==> config.mk <==
export PLATFORM = sky130hd
export DESIGN_NAME = param_datapath_seq
export DESIGN_NICKNAME = d
export VERILOG_FILES = /design/src/rtl/param_datapath_pkg.sv /design/src/rtl/regfile_n.sv /design/src/rtl/param_datapath_seq.sv
export SDC_FILE = /design/constraint.sdc
export NUM_CORES = 1
export LEC_CHECK = 0
export ABC_AREA = 1
export CAP_MARGIN = 20
export CORE_MARGIN = 4
export CORE_UTILIZATION = 55
export DETAILED_ROUTE_END_ITERATION = 16
export PLACE_DENSITY = 0.76
export SYNTH_ARGS = -nofsm -noshare
export SYNTH_HDL_FRONTEND = slang
export SYNTH_SLANG_ARGS = --single-unit
==> constraint.sdc <==
create_clock -name clk -period 8.3 [get_ports clk]
set_input_delay 0.83 -clock clk [delete_from_list [all_inputs] [get_ports clk]]
set_output_delay 0.83 -clock clk [all_outputs]
set_load 0.02 [all_outputs]
==> src/rtl/param_datapath_pkg.sv <==
// Purpose: shared types, status bit positions and the combined shifter/ALU function for param_datapath_seq.
// Latency: purely combinational helpers with no state.
// Backpressure: not applicable.
package param_datapath_pkg;

  localparam int STATUS_W = 3;
  localparam int ST_Z     = 0;
  localparam int ST_N     = 1;
  localparam int ST_V     = 2;
  // Widest datapath the exec function handles; narrower datapaths are masked down to WIDTH.
  localparam int MAXW     = 32;

  typedef enum logic [1:0] {ALU_ADD = 2'b00, ALU_SUB = 2'b01, ALU_AND = 2'b10, ALU_NOT = 2'b11} alu_op_e;
  typedef enum logic [1:0] {SH_NONE = 2'b00, SH_LSL1 = 2'b01, SH_LSR1 = 2'b10, SH_ASR1 = 2'b11} shift_e;
  typedef enum logic [1:0] {VS_C = 2'b00, VS_MDATA = 2'b01, VS_IMM8 = 2'b10, VS_RSVD = 2'b11} vsel_e;
  typedef enum logic [2:0] {S_IDLE, S_READA, S_READB, S_EXEC, S_WB} state_e;

  typedef struct packed {
    logic [MAXW-1:0]     c;
    logic [STATUS_W-1:0] st;
  } exec_res_t;

  // Operand select, B shifter and ALU for a w-bit datapath carried in MAXW-bit containers.
  // All results are masked to w bits, so the upper container bits are always zero.
  function automatic exec_res_t dp_exec(input logic [MAXW-1:0] a, input logic [MAXW-1:0] b,
                                        input logic [MAXW-1:0] imm5, input logic asel,
                                        input logic bsel, input shift_e sh, input alu_op_e op,
                                        input int unsigned w);
    logic [MAXW-1:0] one, mask, top, ain, bsh, bin, r;
    logic            sa, sb, sr, v;
    exec_res_t       res;
    one  = {{(MAXW-1){1'b0}}, 1'b1};
    mask = (one << w) - one;
    top  = one << (w - 1);
    case (sh)
      SH_LSL1: bsh = (b << 1) & mask;
      SH_LSR1: bsh = (b & mask) >> 1;
      SH_ASR1: bsh = ((b & mask) >> 1) | (b & top);
      default: bsh = b & mask;
    endcase
    ain = asel ? '0 : (a & mask);
    bin = bsel ? (imm5 & mask) : bsh;
    case (op)
      ALU_ADD: r = (ain + bin) & mask;
      ALU_SUB: r = (ain - bin) & mask;
      ALU_AND: r = ain & bin;
      default: r = (~bin) & mask;
    endcase
    sa = |(ain & top);
    sb = |(bin & top);
    sr = |(r & top);
    case (op)
      ALU_ADD: v = (sa == sb) && (sr != sa);
      ALU_SUB: v = (sa != sb) && (sr != sa);
      default: v = 1'b0;
    endcase
    res.c        = r;
    res.st       = '0;
    res.st[ST_Z] = (r == '0);
    res.st[ST_N] = sr;
    res.st[ST_V] = v;
    return res;
  endfunction

endpackage

==> src/rtl/regfile_n.sv <==
// Purpose: NREGS x WIDTH register file, one synchronous write port and one combinational read port.
// Latency: write visible on the read port the cycle after the write edge; read is same-cycle.
// Backpressure: none, always accepts a write.
module regfile_n #(
  parameter int WIDTH = 16,
  parameter int NREGS = 8,
  localparam int RIDX = $clog2(NREGS)
) (
  input  logic             clk_i,
  input  logic             rst_i,
  input  logic             we_i,
  input  logic [RIDX-1:0]  waddr_i,
  input  logic [WIDTH-1:0] wdata_i,
  input  logic [RIDX-1:0]  raddr_i,
  output logic [WIDTH-1:0] rdata_o
);

  logic [WIDTH-1:0] regs_q [NREGS];

  // Storage: cleared on reset, written on enabled edges.
  always_ff @(posedge clk_i or posedge rst_i) begin
    if (rst_i) begin
      for (int i = 0; i < NREGS; i++) regs_q[i] <= '0;
    end else if (we_i) begin
      regs_q[waddr_i] <= wdata_i;
    end
  end

  assign rdata_o = regs_q[raddr_i];

endmodule

==> src/rtl/param_datapath_seq.sv <==
// Purpose: sequenced datapath running each command through READA -> READB -> EXEC -> WB.
// Latency: done pulses four cycles after the accepting cycle; result readable from the edge after done.
// Backpressure: cmd_ready only in IDLE; commands offered while busy are dropped, never queued.
module param_datapath_seq
  import param_datapath_pkg::*;
#(
  parameter int WIDTH = 16,
  parameter int NREGS = 8,
  localparam int RIDX = $clog2(NREGS)
) (
  input  logic                clk,
  input  logic                reset,
  input  logic                cmd_valid,
  output logic                cmd_ready,
  input  logic [RIDX-1:0]     cmd_rn,
  input  logic [RIDX-1:0]     cmd_rm,
  input  logic [RIDX-1:0]     cmd_rd,
  input  logic [1:0]          cmd_shift,
  input  logic [1:0]          cmd_aluop,
  input  logic                cmd_asel,
  input  logic                cmd_bsel,
  input  logic [1:0]          cmd_vsel,
  input  logic                cmd_wen,
  input  logic                cmd_loads,
  input  logic [WIDTH-1:0]    mdata,
  input  logic [WIDTH-1:0]    sximm5,
  input  logic [WIDTH-1:0]    sximm8,
  output logic [STATUS_W-1:0] status,
  output logic [WIDTH-1:0]    datapath_out,
  output logic                done
);

  state_e              state_q, state_d;
  logic [RIDX-1:0]     rn_q, rm_q, rd_q;
  shift_e              sh_q;
  alu_op_e             op_q;
  vsel_e               vsel_q;
  logic                asel_q, bsel_q, wen_q, loads_q;
  logic [WIDTH-1:0]    a_q, b_q, c_q;
  logic [STATUS_W-1:0] status_q;
  logic [WIDTH-1:0]    rf_rdata, wb_data;
  logic [RIDX-1:0]     rf_raddr;
  logic                rf_we;
  exec_res_t           ex;

  // The single read port serves rn in READA and rm otherwise (only READB consumes it).
  assign rf_raddr = (state_q == S_READA) ? rn_q : rm_q;

  regfile_n #(.WIDTH(WIDTH), .NREGS(NREGS)) u_rf (
    .clk_i   (clk),
    .rst_i   (reset),
    .we_i    (rf_we),
    .waddr_i (rd_q),
    .wdata_i (wb_data),
    .raddr_i (rf_raddr),
    .rdata_o (rf_rdata)
  );

  assign ex = dp_exec(MAXW'(a_q), MAXW'(b_q), MAXW'(sximm5), asel_q, bsel_q, sh_q, op_q, WIDTH);

  // Container bits above WIDTH are always zero after masking.
  if (WIDTH < MAXW) begin : g_pad
    logic unused_hi;
    assign unused_hi = ^ex.c[MAXW-1:WIDTH];
  end

  // State register.
  always_ff @(posedge clk or posedge reset) begin
    if (reset) state_q <= S_IDLE;
    else       state_q <= state_d;
  end

  // Next-state and per-state strobes.
  always_comb begin
    state_d   = state_q;
    cmd_ready = 1'b0;
    done      = 1'b0;
    rf_we     = 1'b0;
    case (state_q)
      S_IDLE: begin
        cmd_ready = 1'b1;
        if (cmd_valid) state_d = S_READA;
      end
      S_READA: state_d = S_READB;
      S_READB: state_d = S_EXEC;
      S_EXEC:  state_d = S_WB;
      S_WB: begin
        done    = 1'b1;
        rf_we   = wen_q;
        state_d = S_IDLE;
      end
      default: state_d = S_IDLE;
    endcase
  end

  // Writeback source; the reserved code falls back to C.
  always_comb begin
    wb_data = c_q;
    case (vsel_q)
      VS_MDATA: wb_data = mdata;
      VS_IMM8:  wb_data = sximm8;
      default:  wb_data = c_q;
    endcase
  end

  // Command register, loaded on the accepting edge.
  always_ff @(posedge clk or posedge reset) begin
    if (reset) begin
      rn_q    <= '0;
      rm_q    <= '0;
      rd_q    <= '0;
      sh_q    <= SH_NONE;
      op_q    <= ALU_ADD;
      vsel_q  <= VS_C;
      asel_q  <= 1'b0;
      bsel_q  <= 1'b0;
      wen_q   <= 1'b0;
      loads_q <= 1'b0;
    end else if (state_q == S_IDLE && cmd_valid) begin
      rn_q    <= cmd_rn;
      rm_q    <= cmd_rm;
      rd_q    <= cmd_rd;
      sh_q    <= shift_e'(cmd_shift);
      op_q    <= alu_op_e'(cmd_aluop);
      vsel_q  <= vsel_e'(cmd_vsel);
      asel_q  <= cmd_asel;
      bsel_q  <= cmd_bsel;
      wen_q   <= cmd_wen;
      loads_q <= cmd_loads;
    end
  end

  // Operand and result registers; C always loads in EXEC, status only when requested.
  always_ff @(posedge clk or posedge reset) begin
    if (reset) begin
      a_q      <= '0;
      b_q      <= '0;
      c_q      <= '0;
      status_q <= '0;
    end else begin
      if (state_q == S_READA) a_q <= rf_rdata;
      if (state_q == S_READB) b_q <= rf_rdata;
      if (state_q == S_EXEC) begin
        c_q <= ex.c[WIDTH-1:0];
        if (loads_q) status_q <= ex.st;
      end
    end
  end

  assign status       = status_q;
  assign datapath_out = c_q;

endmodule

Word level (Yosys, flattened, before mapping)

Index checks and enable logic that the tools add are counted.
Widths: inputs -> output; s select.

Bits in read-only memories: 0
Output and inout port bits: 21
Latch bits: 0
RAM bits: 0
Word-level logic and storage cells: 74
Memories kept: 0
Register bits after elaboration: 201
Input bits: 70

Multipliers: 0
Muxes and demuxes: 18
Add/sub/neg operators: 2
Bitwise operators: 5
Magnitude comparators: 3
Reduce and logical (&&, ||, !) cells: 8
Equality and inequality tests: 15
Shift-type cells: 0
Div/mod/pow operators: 0

Operators with widths:

| operator           | number |
|---|---|
| $pmux 32 s3        | 2 |
| $bwmux 128         | 1 |
| $mux 16            | 4 |
| $bmux 16 s3        | 1 |
| $demux 16 s3       | 1 |
| $and 16x32->32     | 1 |
| $logic_not 32->1   | 1 |
| $mux 32            | 1 |
| $pmux 16 s2        | 1 |
| $add 16x16->16     | 1 |
| $not 16->16        | 1 |
| $or 15x16->16      | 1 |
| $sub 16x16->16     | 1 |
| $pmux 3 s4         | 1 |
| $eq 2x2->1 const B | 4 |
| $ge 4x4->1 const B | 2 |
| $not 3->4          | 2 |
| $eq 2x1->1 const B | 3 |
| $eq 3x2->1 const B | 2 |
| $mux 3             | 2 |
| $logic_and 1x1->1  | 4 |
| $lt 4x1->1 const B | 1 |
| $eq 3x1->1 const B | 1 |
| $eq 3x3->1 const B | 1 |
| other kinds (8)    | 11 |

Logic depth before layout (Yosys ltp)

Gate-level depths: netlist of the first run.

Word-level depth: 8
Gate-level depth with buffers: 26
Mapped depth without buffers: 26

Modules after synthesis

A second synthesis of the first run with hierarchy kept.

Cell total of the unflattened synthesis: 1681
Area, all modules: 11775.0 µm²

Modules (own cells, without submodules):

| module             | area an instance (µm²) | times used | cells each | seq. area each (µm²) |
|---|---|---|---|---|
| regfile_n          | 6291.0                 | 1          | 868        | 3203.1 |
| param_datapath_seq | 5484.0                 | 1          | 813        | 1826.8 |

Least setup slack after synthesis of the first run

OpenSTA, ideal clock, no wires.

Path type: input to register
Start point: in sximm5[1]
End point: reg status_q[2] (netlist: status[2])
Setup slack: 4.802 ns
Arrival time: 3.381 ns
Buffers on the path: 0
Data required time: 8.183 ns
Setup time: 0.117 ns
Stages on the path: 24
Cell sequence: or2_2 -> nand2_1 -> ha_1 -> nand3_1 -> nor2_1 -> nor2_1 -> nor2_1 -> nand2_1 -> nor2_1 -> nand2_1 -> xor2_1 -> ha_1 -> nand2_1 -> nor2_1 -> inv_1 -> o221ai_1 -> a21oi_1 -> inv_1 -> nand2_1 -> nand3_2 -> nand2_2 -> nand2_1 -> nand3_1 -> nand2_1

Word-level cells in the longest chain between the ends: 6
Elaborated cells between the ends (all ways): 8
Those cells by class: add/sub (2); eq/ne (1); mux (3); reduce/logical (2)

RTL lines:

| element                                          | RTL line                                           | RTL |
|---|---|---|
| from (decl)                                      | param_datapath_seq.sv:26                           | `input logic [WIDTH-1:0] sximm5,` |
| $mux 32 *                                        | param_datapath_pkg.sv:42                           | `bin = bsel ? (imm5 & mask) : bsh;` |
| $sub 16x16->16 or $add 16x16->16 (tied branches) | param_datapath_pkg.sv:45, param_datapath_pkg.sv:44 |  |
| $pmux 32 s3 *                                    | param_datapath_pkg.sv:43                           | `case (op)` |
| $ne 1x1->1 *                                     | param_datapath_pkg.sv:53, param_datapath_pkg.sv:54 |  |
| $logic_and 1x1->1, on equally long branches      | param_datapath_pkg.sv:54, param_datapath_pkg.sv:53 |  |
| $pmux 1 s2 *                                     | param_datapath_pkg.sv:52                           | `case (op)` |
| to (signal assigned)                             | param_datapath_seq.sv:145                          | `if (loads_q) status_q <= ex.st;` |
| to (decl)                                        | param_datapath_seq.sv:40                           | `logic [STATUS_W-1:0] status_q;` |

Mark *: on every way between the ends. The rest lies on a longest branch, timed or not.
A chain may end at the register's enable or synchronous reset.

Final worst setup path of the first run

Start point: reg bsel_q
End point: reg status_q[0] (netlist: status[0])

Word-level cells in the longest chain between the ends: 4
Elaborated cells between the ends (all ways): 7
Those cells by class: add/sub (2); mux (2); bitwise (2); reduce/logical (1)

RTL lines:

| element                                | RTL line                  | RTL |
|---|---|---|
| from (decl)                            | param_datapath_seq.sv:38  | `logic asel_q, bsel_q, wen_q, loads_q;` |
| from (signal assigned)                 | param_datapath_seq.sv:127 | `bsel_q <= cmd_bsel;` |
| $mux 32 *                              | param_datapath_pkg.sv:42  |  |
| $sub 16x16->16 (tied with other cells) | param_datapath_pkg.sv:45  | `ALU_SUB: r = (ain - bin) & mask;` |
| $pmux 32 s3 *                          | param_datapath_pkg.sv:43  |  |
| $logic_not 32->1 *                     | param_datapath_pkg.sv:59  | `res.st[ST_Z] = (r == '0);` |

Marks and branches as above.

==> flow_metrics.tcl, run 1 <==
set metrics [dict create \
    dpl.hpwl_mm 22.9 \
    routabilityCongestion 0.930 \
    cp_slowest_cell "dfrtp_1" \
    port-buffer-count 90 \
    critPathCapture "status[0]" \
    cts-htree-levels 1 \
    synth.area.top_cells "dfrtp_1 45%, o21ai_0 11%, nand2_1 11%, a21oi_1 6.6%, inv_1 5.8%" \
    critPathRequiredTime_ps 8760 \
    slowest_delay_ps 810 \
    ios 91 \
    most-common-layout-cells "314 x nand2_1, 239 x o21ai_0, 201 x dfrtp_1" \
    wl_mm 32.4 \
    cts_buffers 23 \
    post-route-min-period_ps 4300 \
    yosysSeqAreaShare_pct 45.5 \
    grt_pass1_wl_mm 51.4 \
    fp.dieArea_um2 22400 \
    status "finished, final reports clean" \
    synth_seq_cells 201 \
    switching_power_mw 2.93 \
    syn_nets 1566 \
    whs_ps 481 \
    syn_area_per_cell_um2 7.50 \
    regArea_um2 5030 \
    antenna_found_initial 0 \
    setup_viol 0 \
    p_sw_share_pct 49.0 \
    final_area_um2 12900 \
    clkTransAtPathRegs_ps 60 \
    pwr-share-comb_pct 54.7 \
    ant_nets 0 \
    seqPwrFrac_pct 28.5 \
    cts-root-buf "clkbuf_16" \
    critPathMaxFanout 20 \
    yosysWarningCount 0 \
    worstPathArrival_ps 4760 \
    syn2layout_area_growth_pct 16.6 \
    min_path_type "reg2reg" \
    yosysUniqueCellTypes 41 \
    dp_cells 1764 \
    peakVddDrop_mv 0.307 \
    p_leak_nw 6.03 \
    skew_ps 11.8 \
    p_int_mw 3.05 \
    hold_depth 2 \
    grt_overflow 0 \
    fill_cells 1746 \
    die_w_um 150 \
    maxCapViolCount 0 \
    end_kind "flop" \
    worstMarginPinSlew_ps 997 \
    core_um2 19600 \
    antennaDiodeCount 0 \
    yosys.area.top_type_share_pct 45.5 \
    cts_sinks 201 \
    setup_ws_ps 4000 \
    p_per_area_nw_per_um2 463 \
    rr_worst_depth 22 \
    fp.dieH_um 150 \
    cts_hold_buffers 0 \
    synth_cells 1475 \
    insertion_delay_ps 530 \
    r2r_slack_ps 4000 \
    vias 10100 \
    drive_above_1_share_pct 6.94 \
    grt_pass1_vias 9722 \
    row_count 51 \
    post_cts_resized 0 \
    place_area_um2 12100 \
    fin_cells 1806 \
    grt_usage_pct 29.1 \
    syn_area_um2 11100 \
    max-slew-margin-rel_pct 33.4 \
    path_cells "inv_2 > or2_2 > nand2_1 > ha_1 > nand3_1 > nor2_1 > nor2_1 > nor2_1 > nand2_1 > nor2_1 > xor2_1 > ha_1 > inv_1 > nor3_1 > nand3_1 > nand2_1 > a21oi_1 > o21ai_0 > nand3_1 > inv_1 > nand3_2 > nand2_1" \
    drv_slew 0 \
    drt-vias-per-instance 5.58 \
    cts_tree "yes" \
    pre_cts_slack_ps 3900 \
    cts_buffer_depth 3 \
    r2r_start "bsel_q" \
    rsz0062_at_grt "no" \
    hold_viol_final 0 \
    r2r-end "status[0]" \
    synth_top_cell_by_area "dfrtp_1" \
    final_common_cell "nand2_1" \
    dr.pass1.iters 5 \
    cts_setup_buffers 0 \
    cp-start-kind "flop" \
    critPathLaunch "bsel_q" \
    pwr-share-clk_pct 16.8 \
    fin_nets 1617 \
    setup.worst_path.class "reg2reg" \
    finalCritPeriodShare_pct 51.8 \
    drcViolationCount 0 \
    multi_input_area_um2 5070 \
    grt_max_degree 134 \
    fmax_mhz 232 \
    drt_iter0_markers 890 \
    initial_core_util_pct 56.5 \
    tns_ps 0 \
    avgRoutedWirePerCell_um 18.0 \
]
layer usage:
metal	vias to the layer above	wire length (um)	GRT usage, %
met5	-	0	0
met4	0	961	9.15
met3	58	1750	3.54
met2	307	15700	48.7
met1	4790	14000	39.9
li1	4926	-	-
worst min path at each step:
stage	start	endpoint
after detailed placement	u_rf.regs_q[29]	u_rf.regs_q[29]
after CTS	u_rf.regs_q[16]	u_rf.regs_q[16]
after global routing	u_rf.regs_q[16]	u_rf.regs_q[16]
final	u_rf.regs_q[51]	u_rf.regs_q[51]
after floorplan	u_rf.regs_q[16]	u_rf.regs_q[16]
after global placement	u_rf.regs_q[23]	u_rf.regs_q[23]
area by class of cell:
type                       instances  share of cell area, %
timing repair buffer             106                   8.13
inverter                         178                   5.24
clock inverter                     8                  0.669
multi-input combinational       1016                   39.3
tap                              265                   2.57
sequential                       201                   39.0
clock buffer                      32                   5.11
registers in the layout, summed over array words and instances, names as in the netlist:
| name | count |
|---|---|
| a_q | 16 |
| asel_q | 1 |
| b_q | 16 |
| bsel_q | 1 |
| datapath_out | 16 |
| loads_q | 1 |
| op_q | 2 |
| rd_q | 3 |
| rm_q | 3 |
| rn_q | 3 |
| sh_q | 2 |
| state_q | 3 |
| status | 3 |
| u_rf.regs_q | 128 |
| vsel_q | 2 |
| wen_q | 1 |
synth_stat cells, drive strengths merged:
cell type / count
a211oi: 1
a21o: 1
a21oi: 146
a22o: 16
and3: 1
buf: 18
clkbuf: 62
clkinv: 1
dfrtp: 201
fa: 1
ha: 20
inv: 177
mux2: 7
nand2: 324
nand3: 86
nand3b: 2
nand4: 4
nor2: 105
nor3: 9
nor3b: 1
nor4: 4
o211ai: 5
o21ai: 254
o21bai: 2
o221ai: 1
o22ai: 2
o31ai: 1
or2: 10
xnor2: 5
xor2: 8
metrics by stage:
step / total power [mW] / util [%]
6_report: 5.98 / 65.8
2_1_floorplan: 3.94 / -
4_1_cts: 5.92 / 65.6
5_1_grt: 6.47 / 65.8
3_5_place_dp: 4.89 / 61.8
3_3_place_gp: 4.82 / 61.8
power groups by stage:
stage	combinational, mW	clock [mW]	sequential, mW
final	3.27	1.00	1.71
after global routing	3.66	1.06	1.76
after CTS	3.20	1.01	1.70
after detailed placement	3.17	0	1.71
after global placement	3.13	0	1.69
after floorplan	2.28	0	1.65
kinds of logic (layout without fill, tap and decap cells):
group	count (synthesis)	count (layout)	share of synthesized area, %
flops	201	201	45.5
buf+inv	258	324	9.04
simple gates	546	546	20.9
mux	7	7	0.713
xor+xnor	13	13	1.03
fa+ha+maj	21	21	2.44
compound gates	429	429	20.4
critical path, delay by kind of cell (launching register included):
kind                     cells  cell delay, ps
adder cells (fa/ha/maj)      2             570
XOR/XNOR                     1              90
buffers and inverters        3             460
flip-flops                   1             810
AO/OA/AOI/OAI                2             160
AND/OR/NAND/NOR             14            2140
Power figures use the tool's default switching activity.
==> run 2: changes to the inputs <==
- CORE_UTILIZATION: 55 -> 53
- PLACE_DENSITY: 0.76 -> 0.77
- clock period: 8.3 -> 3.7 ns (I/O delays scaled with it)
==> run 2 against run 1 <==
Effect of this change:
- first-iteration DRC count down 2.9%
- routed wire length up 1.0%
- sequential power up 120%
- clock power up 120%
- count of clock-buffer cells in the layout up 1
- die area up 3.6%
- largest power group unchanged
==> flow_metrics.tcl, run 2 (synthesis gave the netlist of run 1 again) <==
set metrics [dict create \
    seqPwrFrac_pct 26.5 \
    grt_overflow 0 \
    fmax_mhz 285 \
    clkTransAtPathRegs_ps 70 \
    cp_num_buf_inv 5 \
    max-slew-margin-rel_pct 35.9 \
    core_um2 20400 \
    regMostFlops "u_rf.regs_q" \
    cts-htree-levels 1 \
    setup_viol 0 \
    cts_buffer_depth 3 \
    vias 10400 \
    setup_ws_ps 192 \
    grt_pass1_wl_mm 52.2 \
    skew_ps 18.4 \
    crit_top_cell "nand2_1" \
    tns_ps 0 \
    dr.pass1.iters 6 \
    ios 91 \
    peakVddDrop_mv 0.538 \
    path_depth 24 \
    cp_top_family "simple AND/OR/NAND/NOR gates" \
    min_path_type "in2async" \
    pre_cts_slack_ps -79.5 \
    utilization_pct 66.0 \
    antennaDiodeCount 0 \
    p_sw_share_pct 47.8 \
    r2r-end "status[0]" \
    antenna_found_initial 0 \
    r2r_slack_ps 190 \
    insertion_delay_ps 530 \
    p_per_area_nw_per_um2 1060 \
    die_w_um 152 \
    cts-root-buf "clkbuf_16" \
    ant_nets 0 \
    cts_hold_buffers 0 \
    pwr-share-clk_pct 15.8 \
    p_int_mw 7.45 \
    fin_cells 1863 \
    drt_iter0_markers 864 \
    status "finished, final reports clean" \
    cts_buffers 23 \
    most-common-layout-cells "308 x nand2_1, 232 x o21ai_0, 198 x dfrtp_1" \
    cts_sinks 201 \
    dp_cells 1812 \
    finalCritPeriodShare_pct 94.8 \
    critPathRequiredTime_ps 4150 \
    syn2layout_area_growth_pct 21.6 \
    grt_usage_pct 27.5 \
    drv_slew 0 \
    switching_power_mw 6.82 \
    end_kind "flop" \
    pwr-share-comb_pct 57.8 \
    drt-vias-per-instance 5.59 \
    routabilityCongestion 0.898 \
    row_count 52 \
    drive_above_1_share_pct 12.1 \
    maxCapViolCount 0 \
    p_leak_nw 6.29 \
    dpl.hpwl_mm 22.9 \
    critPathMaxFanout 6 \
    fp.dieH_um 152 \
    fp.dieArea_um2 23200 \
    rr_worst_depth 24 \
    cp_slowest_cell "dfrtp_2" \
    worstPathArrival_ps 3960 \
    largest_reg_flops 128 \
    setup.worst_path.class "reg2reg" \
    wl_mm 32.8 \
    fill_cells 1791 \
    regArea_um2 5030 \
    worstMarginPinSlew_ps 959 \
    fin_nets 1668 \
    cts_tree "yes" \
    slowest_delay_ps 490 \
    final_common_cell "nand2_1" \
    cp-start-kind "flop" \
    multi_input_area_um2 5200 \
    post-route-min-period_ps 3510 \
    path_cells "buf_6 > buf_4 > a21oi_2 > nand3_1 > nand2_2 > nand2_1 > nand2_1 > nand2_2 > nor2_4 > nand2_1 > nor2_1 > xnor2_1 > inv_1 > ha_2 > inv_1 > nor3_2 > nand3_1 > nand2_1 > a21oi_1 > o21ai_0 > nand3_1 > inv_1 > nand3_2 > nand2_1" \
    grt_max_degree 129 \
    initial_core_util_pct 54.3 \
    hold_viol_final 0 \
    drcViolationCount 0 \
    r2r_start "sh_q[1]" \
    avgRoutedWirePerCell_um 17.6 \
    grt_pass1_vias 9943 \
    port-buffer-count 90 \
]
-- run 2: repair_timing --
| action | CTS | global route |
|---|---|---|
| buffers inserted | 0 | 9 |
| gates resized for setup | 0 | 49 |
| endpoints found under the setup margin | 0 | 9 |
-- run 2: routing by layer --
metal	GRT usage [%]	share of wire, %	vias up	wire length [um]
li1	-	-	5027	-
met1	37.3	43	4906	14000
met2	45.3	47	393	15300
met3	3.35	5.6	96	1830
met4	11.5	5.0	0	1630
met5	0	0	-	0
-- run 2: worst register-to-register path: stages (launching register included) --
cell and delay, ps:
dfrtp_2 490, buf_6 170, buf_4 140, a21oi_2 140
nand3_1 140, nand2_2 120, nand2_1 50, nand2_1 60
nand2_2 100, nor2_4 180, nand2_1 110, nor2_1 130
xnor2_1 130, inv_1 60, ha_2 370, inv_1 70
nor3_2 220, nand3_1 110, nand2_1 120, a21oi_1 70
o21ai_0 80, nand3_1 160, inv_1 110, nand3_2 70
nand2_1 70
-- run 2: worst max path at each step --
stage | from | slack [ps] | end
global placement | sximm5[1] | -30 | status[0]
finish | sh_q[1] | 190 | status[0]
global route | sh_q[1] | -40 | status[0]
floorplan | sh_q[0] | 560 | status[0]
detailed placement | sximm5[1] | -80 | status[0]
CTS | sh_q[1] | 50 | status[0]
-- run 2: through the flow --
step / cell area (um^2) / total power [mW] / hold slack (ps)
floorplan: 11100 / 8.83 / 448
global placement: 12500 / 11.4 / 461
detailed placement: 12500 / 11.5 / 468
CTS: 13200 / 13.8 / 163
global route: 13400 / 15.4 / 176
finish: 13400 / 14.3 / 164
-- run 2: area by class of cell --
type / instances / share of cell area, %
multi-input cells: 1016 / 38.7
flip-flops and latches: 201 / 37.4
repair buffers: 157 / 10.7
inverters: 178 / 5.00
clock buffers: 33 / 4.93
well taps: 270 / 2.51
clock inverters: 8 / 0.670
-- run 2: power groups by stage --
| stage | Sequential [mW] | Clock [mW] | Combinational [mW] |
|---|---|---|---|
| after floorplan | 3.71 | 0 | 5.12 |
| after CTS | 3.75 | 2.28 | 7.78 |
| after detailed placement | 3.78 | 0 | 7.71 |
| final | 3.78 | 2.25 | 8.24 |
| after global routing | 3.87 | 2.38 | 9.19 |
| after global placement | 3.74 | 0 | 7.61 |
